<file path="src/rtl/cavlc_pkg.sv">
// cavlc_pkg
//   Shared constants and types for the CAVLC coeff_token fixed-length code
//   (nC >= 8) decode path.
//   Contents:
//     COEFF_TOKEN_FLC_LEN  codeword length in bits
//     FLC_TC0_CODE         the one codeword that means TotalCoeff = 0
//     FLC_ILL_A/FLC_ILL_B  codewords with no valid (TC, T1) meaning
//     coeff_token_t        decoded token {tc, t1, illegal}
package cavlc_pkg;

    localparam int unsigned COEFF_TOKEN_FLC_LEN = 6;

    localparam logic [5:0] FLC_TC0_CODE = 6'b000011;
    localparam logic [5:0] FLC_ILL_A    = 6'b000010;
    localparam logic [5:0] FLC_ILL_B    = 6'b000111;

    typedef struct packed {
        logic [4:0] tc;
        logic [1:0] t1;
        logic       illegal;
    } coeff_token_t;

endpackage

</file>
<file path="src/rtl/coeff_token_flc_lut.sv">
// coeff_token_flc_lut
//   Combinational decode of one 6-bit coeff_token FLC codeword.
//   Ports:
//     code  in   6-bit codeword
//     tok   out  decoded TotalCoeff / TrailingOnes / illegal flag
//   Macro COEFF_TOKEN_FLC_ERR_EN: when defined, the two unused codewords
//   are flagged illegal; otherwise illegal is always 0 and those codewords
//   decode by the generic rule.
//   tc/t1 here are always the generic-rule values; the parser zeroes them
//   for a flagged codeword when it registers the token.
module coeff_token_flc_lut
    import cavlc_pkg::*;
(
    input  logic [5:0]   code,
    output coeff_token_t tok
);

    always_comb begin
        tok = '0;
        if (code == FLC_TC0_CODE) begin
            tok.tc = '0;
            tok.t1 = '0;
        end else begin
            tok.tc = {1'b0, code[5:2]} + 5'd1;
            tok.t1 = code[1:0];
        end
`ifdef COEFF_TOKEN_FLC_ERR_EN
        tok.illegal = (code == FLC_ILL_A) || (code == FLC_ILL_B);
`else
        tok.illegal = 1'b0;
`endif
    end

endmodule

</file>
<file path="src/rtl/coeff_token_flc_parser.sv">
// coeff_token_flc_parser
//   Serial-bit decoder for the H.264 CAVLC coeff_token FLC (nC >= 8).
//   Collects 6 bits MSB first and presents TotalCoeff / TrailingOnes through
//   a one-entry registered valid/ready output stage.
//   Ports:
//     clk, rst             clock, synchronous active-high reset
//     bit_valid_i, bit_i   incoming codeword bit (MSB first)
//     bit_ready_o          bit can be accepted this cycle (combinational)
//     flush_i              drop any partial codeword (held token kept)
//     tok_valid_o          token held on the outputs
//     tok_ready_i          downstream takes the token
//     total_coeff_cnt_o    TotalCoeff 0..16
//     trailing_ones_cnt_o  TrailingOnes 0..3
//     code_o               raw codeword of the held token
//     illegal_o            held codeword is illegal (COEFF_TOKEN_FLC_ERR_EN only)
//     busy_o               1..5 bits of a codeword collected
//     token_cnt_o          tokens delivered downstream (wrapping)
//   Macro COEFF_TOKEN_FLC_ERR_EN enables illegal-code flagging.
module coeff_token_flc_parser
    import cavlc_pkg::*;
#(
    parameter int unsigned CNT_W = 16
) (
    input  logic             clk,
    input  logic             rst,
    input  logic             bit_valid_i,
    input  logic             bit_i,
    output logic             bit_ready_o,
    input  logic             flush_i,
    output logic             tok_valid_o,
    input  logic             tok_ready_i,
    output logic [4:0]       total_coeff_cnt_o,
    output logic [1:0]       trailing_ones_cnt_o,
    output logic [5:0]       code_o,
`ifdef COEFF_TOKEN_FLC_ERR_EN
    output logic             illegal_o,
`endif
    output logic             busy_o,
    output logic [CNT_W-1:0] token_cnt_o
);

    logic [2:0]   bcnt;
    // Only the five pending bits are stored; the sixth goes straight to decode.
    logic [4:0]   sreg;
    logic [5:0]   code_d;
    coeff_token_t lut_tok;
    logic         accept;
    logic         load;
    logic         out_hs;
    logic         last_bit;

    assign last_bit = (bcnt == 3'(COEFF_TOKEN_FLC_LEN - 1));

    // Only the completing bit stalls on a held, unaccepted token.
    assign bit_ready_o = !rst && !(last_bit && tok_valid_o && !tok_ready_i);
    assign accept      = bit_valid_i && bit_ready_o;
    assign load        = accept && last_bit && !flush_i;
    assign out_hs      = tok_valid_o && tok_ready_i;
    assign code_d      = {sreg, bit_i};
    assign busy_o      = (bcnt != '0);

    coeff_token_flc_lut u_lut (
        .code (code_d),
        .tok  (lut_tok)
    );

    always_ff @(posedge clk) begin
        if (rst) begin
            bcnt                <= '0;
            sreg                <= '0;
            tok_valid_o         <= 1'b0;
            total_coeff_cnt_o   <= '0;
            trailing_ones_cnt_o <= '0;
            code_o              <= '0;
`ifdef COEFF_TOKEN_FLC_ERR_EN
            illegal_o           <= 1'b0;
`endif
            token_cnt_o         <= '0;
        end else begin
            if (flush_i) begin
                bcnt <= '0;
                sreg <= '0;
            end else if (accept) begin
                if (last_bit) begin
                    bcnt <= '0;
                    sreg <= '0;
                end else begin
                    bcnt <= bcnt + 3'd1;
                    sreg <= {sreg[3:0], bit_i};
                end
            end

            // A load in the handshake cycle replaces the token with no bubble.
            if (load) begin
                tok_valid_o         <= 1'b1;
                total_coeff_cnt_o   <= lut_tok.illegal ? '0 : lut_tok.tc;
                trailing_ones_cnt_o <= lut_tok.illegal ? '0 : lut_tok.t1;
                code_o              <= code_d;
`ifdef COEFF_TOKEN_FLC_ERR_EN
                illegal_o           <= lut_tok.illegal;
`endif
            end else if (out_hs) begin
                tok_valid_o <= 1'b0;
            end

            if (out_hs) begin
                token_cnt_o <= token_cnt_o + 1'b1;
            end
        end
    end

endmodule

</file>
<file path="config.mk">
export PLATFORM = sky130hd
export DESIGN_NAME = coeff_token_flc_parser
export DESIGN_NICKNAME = d
export VERILOG_FILES = /design/src/rtl/cavlc_pkg.sv /design/src/rtl/coeff_token_flc_lut.sv /design/src/rtl/coeff_token_flc_parser.sv
export SDC_FILE = /design/constraint.sdc
export NUM_CORES = 1
export LEC_CHECK = 0
export BUFFER_PORTS_ARGS = -buffer_cell sky130_fd_sc_hd__clkbuf_2
export CORE_ASPECT_RATIO = 0.9
export CORE_UTILIZATION = 37
export DETAILED_ROUTE_END_ITERATION = 10
export HOLD_SLACK_MARGIN = 0.08
export PLACE_DENSITY_LB_ADDON = 0.2
export SYNTH_ARGS = -nofsm -noshare
export SYNTH_HDL_FRONTEND = slang
export SYNTH_HIERARCHICAL = 1
export SYNTH_SLANG_ARGS = --single-unit
</file>
<file path="constraint.sdc">
create_clock -name clk -period 3.76 [get_ports clk]
set_input_delay 0.376 -clock clk [delete_from_list [all_inputs] [get_ports clk]]
set_output_delay 0.376 -clock clk [all_outputs]
set_load 0.02 [all_outputs]
</file>
==> results of run 1 <==
-- metal layers --
metal | GRT usage | wire (µm) | vias up
li1 | - | - | 781
met1 | 0.202 | 1810 | 672
met4 | 0.0505 | 41 | 0
met2 | 0.238 | 1560 | 29
met5 | 0 | 0 | -
met3 | 0.0454 | 150 | 5
-- worst register-to-register path, delay by kind of cell, from the launching register on --
kind / cells / cell delay (ps)
AND/OR/NAND/NOR: 3 / 640
flip-flops: 1 / 430
adder cells (fa/ha/maj): 1 / 260
XOR/XNOR: 1 / 160
-- stage by stage --
| step | utilization | instance area [µm²] |
|---|---|---|
| 2_1_floorplan | - | 1740 |
| 3_3_place_gp | 0.432 | 1940 |
| 3_5_place_dp | 0.432 | 1940 |
| 4_1_cts | 0.457 | 2050 |
| 5_1_grt | 0.457 | 2050 |
| 6_report | 0.457 | 2050 |
-- worst paths after layout --
path,end
setup reg to reg,token_cnt_o[12]$_SDFFE_PP0P_
setup / recovery,bit_ready_o
hold reg to reg,total_coeff_cnt_o[0]$_SDFFE_PP0P_
hold / removal,code_o[0]$_SDFFE_PP0P_
-- layout by cell type, fill, tap and decap left out --
cell type  instances
a21boi_0           2
a21oi_1           26
a31o_2             1
a31oi_1            1
and3_1             1
and3_2             2
and3b_1            1
and4_4             1
and4b_1            1
clkbuf_2          37
clkbuf_8           8
conb_1             1
dfxtp_1           38
ha_1               3
inv_1              4
nand2_1           29
nand2b_1           5
nand3_1           13
nand3_4            1
nand3b_1           8
nand4_1            6
nand4b_1           1
nor2_1            16
nor3_1             2
nor3b_1            1
nor3b_2            1
nor4_1             3
nor4_4             1
o21ai_0            5
o21ai_1            1
o21ai_2            1
o31ai_1            1
or2_2              1
or3_1              3
or4_1              3
xnor2_1            6
xor2_1             5
-- power groups by stage --
stage / Sequential, mW / Combinational, mW / Clock, mW
3_3_place_gp: 0.415 / 0.0233 / 0
3_5_place_dp: 0.415 / 0.0234 / 0
4_1_cts: 0.405 / 0.0235 / 0.332
2_1_floorplan: 0.414 / 0.0193 / 0
5_1_grt: 0.405 / 0.0261 / 0.351
6_report: 0.405 / 0.0235 / 0.324
-- flip-flops by register name, indices dropped and copies added (netlist names) --
signal	flops
total_coeff_cnt_o	5
sreg	5
tok_valid_o	1
token_cnt_o	16
bcnt	3
code_o	6
trailing_ones_cnt_o	2
-- kinds of logic (layout without fill, tap and decap cells) --
group	Yosys count	after routing	synth area share
AOI/OAI and AO/OA	38	38	0.119
and+or+nand+nor	100	100	0.322
DFF	38	38	0.438
xor gates and xnor gates	11	11	0.0555
other	1	1	0.00216
buffers and inverters	13	49	0.0418
adders and majority gates	3	3	0.0216
-- area by class of cell --
type	instances	area share
clock buffers	8	0.0537
repair buffers	37	0.0903
flip-flops and latches	38	0.371
inverters	4	0.00732
well taps	62	0.0378
multi-input cells	153	0.440
==> summary.md, run 1 <==
| Metric | Value |
|---|---|
| Post-synth EDFFs | `0` |
| Max Cap Viol | `0` |
| # rows | `23` |
| # nets final | `roughly 250` |
| Critical path fanouts, max | `7` |
| CP startpoint | `bcnt[0]$_SDFFE_PP0P_` |
| Ant diodes | `0` |
| Synth Instances | `204` |
| Period minus WS final | `1740 ps` |
| Port bufs | `37` |
| RSZ-0062 raised after global routing | `false` |
| GRT overflow | `0` |
| Starting Density | `0.387` |
| Total global-route track usage | `0.154` |
| Sequential fraction of the synthesis area | `0.438` |
| Flop-to-flop setup slack | `around 2100 ps` |
| Synth cell types | `40` |
| Syn nets | `between 200 and 250` |
| Synthesis-to-layout area growth | `18.2%` |
| Gate power share | `0.031` |
| Total power after layout | `0.753 mW` |
| CP startpoint kind | `register` |
| Post-synth top cells | `38 x dfxtp_1, 29 x nand2_1, 26 x a21oi_1` |
| Synth Flop Type | `dfxtp_1` |
| Placed Cells incl. Taps | `294` |
| Max clock buf depth | `2` |
| Most frequent cell after synthesis | `dfxtp_1` |
| Hold Crit Class | `in2reg` |
| Final cell count without fillers | `roughly 300` |
| WL per Instance | `around 12 µm` |
| Setup WS pre-CTS | `1720 ps` |
| Layout cells sized above 1 | `0.225` |
| Post-route DRC | `0` |
| Die area | `slightly below 5000 µm²` |
| 1st-iter DRT viols | `just under 80` |
| Tcrit/Tclk final | `0.462` |
| Vias in the first global route | `1,280` |
| PostCTS Resize Cnt | `0` |
| Vias | `1,487` |
| Detail Route Antenna Nets | `0` |
| Slew Limit Fails | `0` |
| PD cells | `367 nW/µm²` |
| Worst-margin pin slew | `650 ps` |
| Post-route clock skew | `around 3.3 ps` |
| Worst Setup End Kind | `output pin` |
| CTS Hold Bufs | `0` |
| Worst setup margin | `2020 ps` |
| Final count of negative-setup-slack endpoints | `0` |
| Crit path max-delay family | `simple AND/OR/NAND/NOR gates` |
| Leading area contributor after synthesis | `dfxtp_1` |
| Clock power share | `0.431` |
| DIE HEIGHT | `67.0 µm` |
| Critical Path RT | `3380 ps` |
| Power Internal | `between 0.5 and 0.6 mW` |
| Hpwl dp | `2480 µm` |
| CTS tree | `yes` |
| CP max stage delay | `420 ps` |
| Core Area | `4490 µm²` |
| Hold WS | `400 ps` |
| Clk_lat worst skew | `280 ps` |
| First-pass GRT wire length | `~5800 µm` |
| Pleak | `0.763 nW` |
| Root buf cell | `clkbuf_8` |
| R2R cell count | `5` |
| Routed vias/inst | `4.92` |
| Drt total wl | `~3600 µm` |
| Num CTS Buffers | `5` |
| Multi-input gate area | `around 900 µm²` |
| Clock transition at the registers of the reported paths | `70 ps` |
| Synth top area cells | `dfxtp_1 44%, a21oi_1 7.5%, nand2_1 6.3%` |
| Hold depth | `3` |
| Crit path DAT | `1360 ps` |
| Outcome | `finished, final reports clean` |
| Num ports | `38` |
| Post-CTS setup buffers | `0` |
| FF-to-FF Start | `token_cnt_o[0]$_SDFFE_PP0P_` |
| GPL Wtd Cong | `0.742` |
| Initial antenna violation count | `0` |
| Mapped Area | `1740 µm²` |
| Storage element area | `761 µm²` |
| Switching Fraction | `0.208` |
| Register share of total power | `0.538` |
| Fill cell count | `466` |
| Die Width | `about 74 µm` |
| Fin. Hold Viols | `0` |
| CP max stage cell | `dfxtp_1` |
| Most used cell along the critical path | `nor2_1` |
| Post-Route Setup TNS | `0 ps` |
| Buf/Inv on CP | `1` |
| F_max | `slightly below 600 MHz` |
| DRT Pass-1 Iters | `4` |
| Worst rel slew slack | `0.567` |
| Mean area per synthesized cell | `8.51 µm²` |
| H-tree depth reported by CTS | `2` |
| Levels on crit path | `4` |
| CP cell instances | `nand3b_1, nor2_1, nor2_1, clkbuf_2` |
| Largest net degree at the start of global routing | `36` |
| Hold Startpoint | `bit_i` |
| Yosys top cell area share | `0.438` |
| Max IR drop VDD | `180 µV` |
| Crit path kind | `reg2out` |
| Clock Sinks | `38` |
| #FFs+latches synth | `38` |
| P_sw | `0.157 mW` |
| Async SR Flop Fraction | `0` |
| Warnings from Yosys | `6` |
Power figures use the tool's default switching activity.
==> inputs of run 2 (changes only) <==
- clock period: 3.76 -> 1.43 ns (I/O delays scaled with it)
==> summary.md, run 2 (synthesis results as in run 1) <==
| Metric | Value |
|---|---|
| CTS Hold Bufs | `0` |
| Critical path fanouts, max | `5` |
| R2r endpoint | `token_cnt_o[14]$_SDFFE_PP0P_` |
| Max reg flops | `16` |
| Buf/Inv on CP | `0` |
| FF-to-FF Start | `token_cnt_o[1]$_SDFFE_PP0P_` |
| Die area | `4970 µm²` |
| Commonest non-fill, non-tap cell in the layout | `clkbuf_2` |
| CP startpoint | `token_cnt_o[1]$_SDFFE_PP0P_` |
| Drt total wl | `3780 µm` |
| WL per Instance | `roughly 12 µm` |
| DIE HEIGHT | `67.0 µm` |
| Levels on crit path | `5` |
| Num ports | `38` |
| Post-route clock skew | `~10 ps` |
| Post-route DRC | `0` |
| Layout cells sized above 1 | `0.342` |
| Final design utilization | `0.506` |
| Worst Setup EP | `token_cnt_o[14]$_SDFFE_PP0P_` |
| Post-Route Setup TNS | `0 ps` |
| DRT Pass-1 Iters | `4` |
| Reg with most FFs | `token_cnt_o` |
| Tcrit/Tclk final | `0.960` |
| RSZ-0062 raised after global routing | `true` |
| Initial antenna violation count | `0` |
| Crit path DAT | `roughly 1600 ps` |
| GPL Wtd Cong | `roughly 0.73` |
| CP max stage cell | `dfxtp_2` |
| Hold Crit Class | `in2reg` |
| Pleak | `roughly 0.9 nW` |
| CP cell instances | `ha_1, nand3_2, nor4_2, xnor2_1, nor2_1` |
| CP startpoint kind | `register` |
| Worst Setup End Kind | `register` |
| Total global-route track usage | `0.167` |
| Clock transition at the registers of the reported paths | `80 ps` |
| CTS tree | `yes` |
| Port bufs | `37` |
| PD cells | `903 nW/µm²` |
| Hpwl dp | `2690 µm` |
| Critical Path RT | `roughly 1600 ps` |
| H-tree depth reported by CTS | `2` |
| # rows | `23` |
| R2R cell count | `5` |
| Starting Density | `0.387` |
| GRT overflow | `0` |
| Max clock buf depth | `2` |
| # nets final | `269` |
| Largest net degree at the start of global routing | `28` |
| Slew Limit Fails | `0` |
| Root buf cell | `clkbuf_8` |
| Period minus WS final | `1370 ps` |
| Crit path max-delay family | `simple AND/OR/NAND/NOR gates` |
| 1st-iter DRT viols | `37` |
| Core Area | `4490 µm²` |
| Max Cap Viol | `0` |
| Crit path kind | `reg2reg` |
| Vias | `1,592` |
| First-pass GRT wire length | `6370 µm` |
| Clk_lat worst skew | `280 ps` |
| Most frequent cells in the layout | `37 x clkbuf_2, 29 x nand2_1, 27 x dfxtp_1, 26 x a21oi_1, 19 x buf_4` |
| Outcome | `finished, final reports clean` |
| Max IR drop VDD | `464 µV` |
| Final count of negative-setup-slack endpoints | `0` |
| Fin. Hold Viols | `0` |
| Die Width | `74.2 µm` |
| Routed vias/inst | `4.94` |
| F_max | `728 MHz` |
| Top Registers | `token_cnt_o (16), code_o (6)` |
| Num CTS Buffers | `5` |
| Vias in the first global route | `1,409` |
| Ant diodes | `0` |
| Synthesis-to-layout area growth | `30.9%` |
| Flop-to-flop setup slack | `60 ps` |
| Detail Route Antenna Nets | `0` |
| Clock Sinks | `38` |
| CP max stage delay | `360 ps` |
run 2: repair_timing:
item	4_1_cts	5_1_grt
resized for setup	1	9
buffers inserted	0	2
pin swaps	0	6
setup endpoints to repair	1	5
run 2: final cells by class:
type	count	area, µm²
clock buffer	6	82.6
inverter	4	15.0
clock inverter	1	30.0
tap	62	77.6
multi-input combinational	153	931
timing repair buffer	58	359
fill	480	2220
sequential	38	777
run 2: worst min-delay path by stage:
stage / from / endpoint / cells after the start / slack [ps]
2_1_floorplan: bit_i / code_o[0]$_SDFFE_PP0P_ / 2 / 280
3_3_place_gp: trailing_ones_cnt_o[1]$_SDFFE_PP0P_ / trailing_ones_cnt_o[1]$_SDFFE_PP0P_ / 2 / 440
3_5_place_dp: total_coeff_cnt_o[2]$_SDFFE_PP0P_ / total_coeff_cnt_o[2]$_SDFFE_PP0P_ / 2 / 450
4_1_cts: bit_i / code_o[0]$_SDFFE_PP0P_ / 3 / 150
5_1_grt: bit_i / code_o[0]$_SDFFE_PP0P_ / 3 / 170
6_report: bit_i / code_o[0]$_SDFFE_PP0P_ / 3 / 150
run 2: metrics by stage:
| step | power, mW | cell area, µm² | std cells | hold WS (ps) | setup slack (ps) |
|---|---|---|---|---|---|
| floorplan | 1.14 | 1750 | 204 | 276 | -1.22 |
| global placement | 1.16 | 2110 | 313 | 440 | 71.6 |
| detailed placement | 1.16 | 2110 | 313 | 448 | 29.0 |
| CTS | 2.08 | 2220 | 320 | 148 | 23.2 |
| global route | 2.13 | 2270 | 322 | 172 | -8.08 |
| finish | 2.05 | 2270 | 322 | 151 | 56.5 |
run 2: worst register-to-register path: cells and delay by family (launching register included):
kind | cells | cell delay (ps)
fa+ha+maj | 1 | 190
simple gates | 3 | 570
xor+xnor | 1 | 150
flops | 1 | 360
run 2: where the power goes:
group          switching (mW)  internal [mW]  leakage, nW
registers             0.00449           1.06        0.312
clock network           0.358          0.558       0.0573
logic                  0.0442         0.0279        0.526
run 2: per-layer routing:
layer | track usage | vias up | routed length, µm
li1 | - | 829 | -
met1 | 0.226 | 727 | 1910
met2 | 0.256 | 27 | 1680
met3 | 0.0408 | 9 | 120
met4 | 0.0577 | 0 | 59
met5 | 0 | - | 0
==> inputs of run 3 (changes only) <==
- SYNTH_HIERARCHICAL: 1 -> unset
==> summary.md, run 3 <==
| Metric | Value |
|---|---|
| Yosys top cell area share | `0.444` |
| GR Util met2 | `0.234` |
| CP max stage cell | `or3_4` |
| Ant diodes | `0` |
| Buf/Inv on CP | `2` |
| CP startpoint kind | `register` |
| Clock transition at the registers of the reported paths | `70 ps` |
| GR Layer Usage met1 | `0.222` |
| Post-route clock skew | `between 8 and 9 ps` |
| Mapped Area | `1710 µm²` |
| DRT Pass-1 Iters | `4` |
| Largest net degree at the start of global routing | `37` |
| First-pass GRT wire length | `5980 µm` |
| Root buf cell | `clkbuf_8` |
| Die area | `4900 µm²` |
| Core Area | `4460 µm²` |
| Worst setup margin | `between 30 and 40 ps` |
| Max IR drop VDD | `345 µV` |
| Final cell count without fillers | `325` |
| Synth Instances | `just under 200` |
| Clock Sinks | `38` |
| Critical Path RT | `1290 ps` |
| Vias in the first global route | `around 1,300` |
| Post-synth EDFFs | `0` |
| Synth cell types | `37` |
| Worst rel slew slack | `0.772` |
| Most frequent cell after synthesis | `dfxtp_1` |
| Async SR Flop Fraction | `0` |
| Reg with most FFs | `token_cnt_o` |
| Max reg flops | `16` |
| Synthesis-to-layout area growth | `39.9%` |
| Fill cell count | `423` |
| Top Registers | `token_cnt_o (16), code_o (6)` |
| Max clock buf depth | `2` |
| F_max | `roughly 720 MHz` |
| Fin. Hold Viols | `0` |
| Synth top area cells | `dfxtp_1 44%, nand2_1 6.1%, a21oi_1 5.6%` |
| Commonest non-fill, non-tap cell in the layout | `clkbuf_2` |
| Synth Area in Simple Gates | `0.314` |
| Setup WS pre-CTS | `34.9 ps` |
| CTS tree | `yes` |
| Worst Setup End Kind | `output pin` |
| Initial antenna violation count | `0` |
| Hold Crit Class | `in2reg` |
| Hold WS | `approximately 120 ps` |
| RSZ-0062 raised after global routing | `true` |
| Period minus WS final | `1400 ps` |
| Crit path DAT | `roughly 1300 ps` |
| Detail Route Antenna Nets | `0` |
| Clk_lat worst skew | `290 ps` |
| Post-route DRC | `0` |
| CP cell instances | `buf_6, or3_4, buf_6` |
| Outcome | `finished, final reports clean` |
| Post-synthesis mux area share | `0` |
| FF-to-FF Start | `bcnt[1]$_SDFFE_PP0P_` |
| CP max stage delay | `380 ps` |
| CP startpoint | `bcnt[2]$_SDFFE_PP0P_` |
| Die Width | `73.7 µm` |
| Most used cell along the critical path | `buf_6` |
| Crit path max-delay family | `simple AND/OR/NAND/NOR gates` |
| CTS Hold Bufs | `0` |
| 1st-iter DRT viols | `89` |
| Slew Limit Fails | `0` |
| Largest family of logic cells by synthesized area | `simple AND/OR/NAND/NOR gates` |
| # rows | `23` |
| GRT overflow | `0` |
| Port bufs | `37` |
| Post-synth top cells | `38 x dfxtp_1, 28 x nand2_1, 19 x a21oi_1` |
| Num ports | `38` |
| Top Usage Layer GRT | `met2` |
| Leading area contributor after synthesis | `dfxtp_1` |
| #FFs+latches synth | `38` |
| Starting Density | `0.384` |
| Warnings from Yosys | `0` |
| Layout cells sized above 1 | `0.403` |
| H-tree depth reported by CTS | `2` |
| Pleak | `just over 0.9 nW` |
| Synth Area in XOR/XNOR | `0.0563` |
| Num CTS Buffers | `5` |
| GR Layer Usage met3 | `0.0484` |
| Critical path fanouts, max | `5` |
| Syn nets | `206` |
| Complex-gate fraction of the synthesized area | `0.121` |
| Area share of fa/ha/maj cells after synthesis | `0.0219` |
| Worst-margin pin slew | `340 ps` |
| PD cells | `around 820 nW/µm²` |
| Most frequent cells in the layout | `35 x clkbuf_2, 28 x nand2_1, 26 x dfxtp_1, 23 x buf_4, 19 x a21oi_1` |
| WL per Instance | `12.3 µm` |
| Max Cap Viol | `0` |
| Routed vias/inst | `4.79` |
| Hpwl dp | `2640 µm` |
| Synth Flop Type | `dfxtp_1` |
| Placed Cells incl. Taps | `311` |
| Crit path kind | `reg2out` |
| Hold Startpoint | `flush_i` |
| Vias | `1,556` |
| Total global-route track usage | `0.162` |
| Tcrit/Tclk final | `0.978` |
| Mean area per synthesized cell | `around 8.7 µm²` |
| Final count of negative-setup-slack endpoints | `0` |
| GPL Wtd Cong | `0.745` |
| Drt total wl | `roughly 4000 µm` |
| DIE HEIGHT | `roughly 67 µm` |
| # nets final | `approximately 270` |
| Sequential fraction of the synthesis area | `0.444` |
[run 3: layout make-up]
class                           count  area, µm²  share of cell area
Clock buffer                        8        101              0.0423
Timing Repair Buffer               65        458               0.191
Sequential cell                    38        781               0.326
Multi-Input combinational cell    144        947               0.396
Tap cell                           62       77.6              0.0324
Inverter                            8       30.0              0.0125
[run 3: cell families (layout without fill, tap and decap cells)]
kind of cell	after synthesis	count (layout)
AOI/OAI and AO/OA	36	36
and+or+nand+nor	94	94
buffers and inverters	15	81
DFF	38	38
xor gates and xnor gates	11	11
adders and majority gates	3	3
[run 3: metal layers]
layer,share of wire,up-vias
met1,0.50,703
met3,0.046,5
met5,0,-
li1,-,816
met4,0.015,0
met2,0.44,32
[run 3: worst reg2reg max path, stage by stage, from the launching register on]
cell	delay [ps]
dfxtp_2	330
nand2b_1	180
or4_4	600
nand2_1	110
a21oi_1	70
[run 3: power by group]
| part | total, mW | leakage, nW | switching, mW | internal (mW) |
|---|---|---|---|---|
| Clock | 0.825 | 0.0506 | 0.373 | 0.452 |
| Combinational | 0.0809 | 0.572 | 0.0485 | 0.0324 |
| Sequential | 1.06 | 0.313 | 0.00236 | 1.06 |
| Total | 1.96 | 0.936 | 0.424 | 1.54 |
[run 3: what timing repair did]
action | CTS | global route
setup endpoints to repair | 2 | 22
resized for setup | 2 | 25
gates cloned | 0 | 1
buffers inserted | 3 | 3
pin swaps | 1 | 12
[run 3: path summary, 6_finish.rpt]
kind         slack [ps]  depth (start not counted)                endpoint
max reg2reg          30                          4  code_o[5]$_SDFFE_PP0P_
min                 120                          2    bcnt[0]$_SDFFE_PP0P_
min reg2reg         450                          2  code_o[3]$_SDFFE_PP0P_
max                  30                          3                  busy_o
[run 3: metrics by stage]
step	total power [mW]	setup TNS [ps]	util	instance area, µm²
6_report	1.96	0	0.537	2390
5_1_grt	2.03	-215	0.537	2390
4_1_cts	1.98	-3.94	0.509	2270
3_5_place_dp	1.16	0	0.480	2140
3_3_place_gp	1.16	0	0.480	2140
2_1_floorplan	1.12	0	-	1730
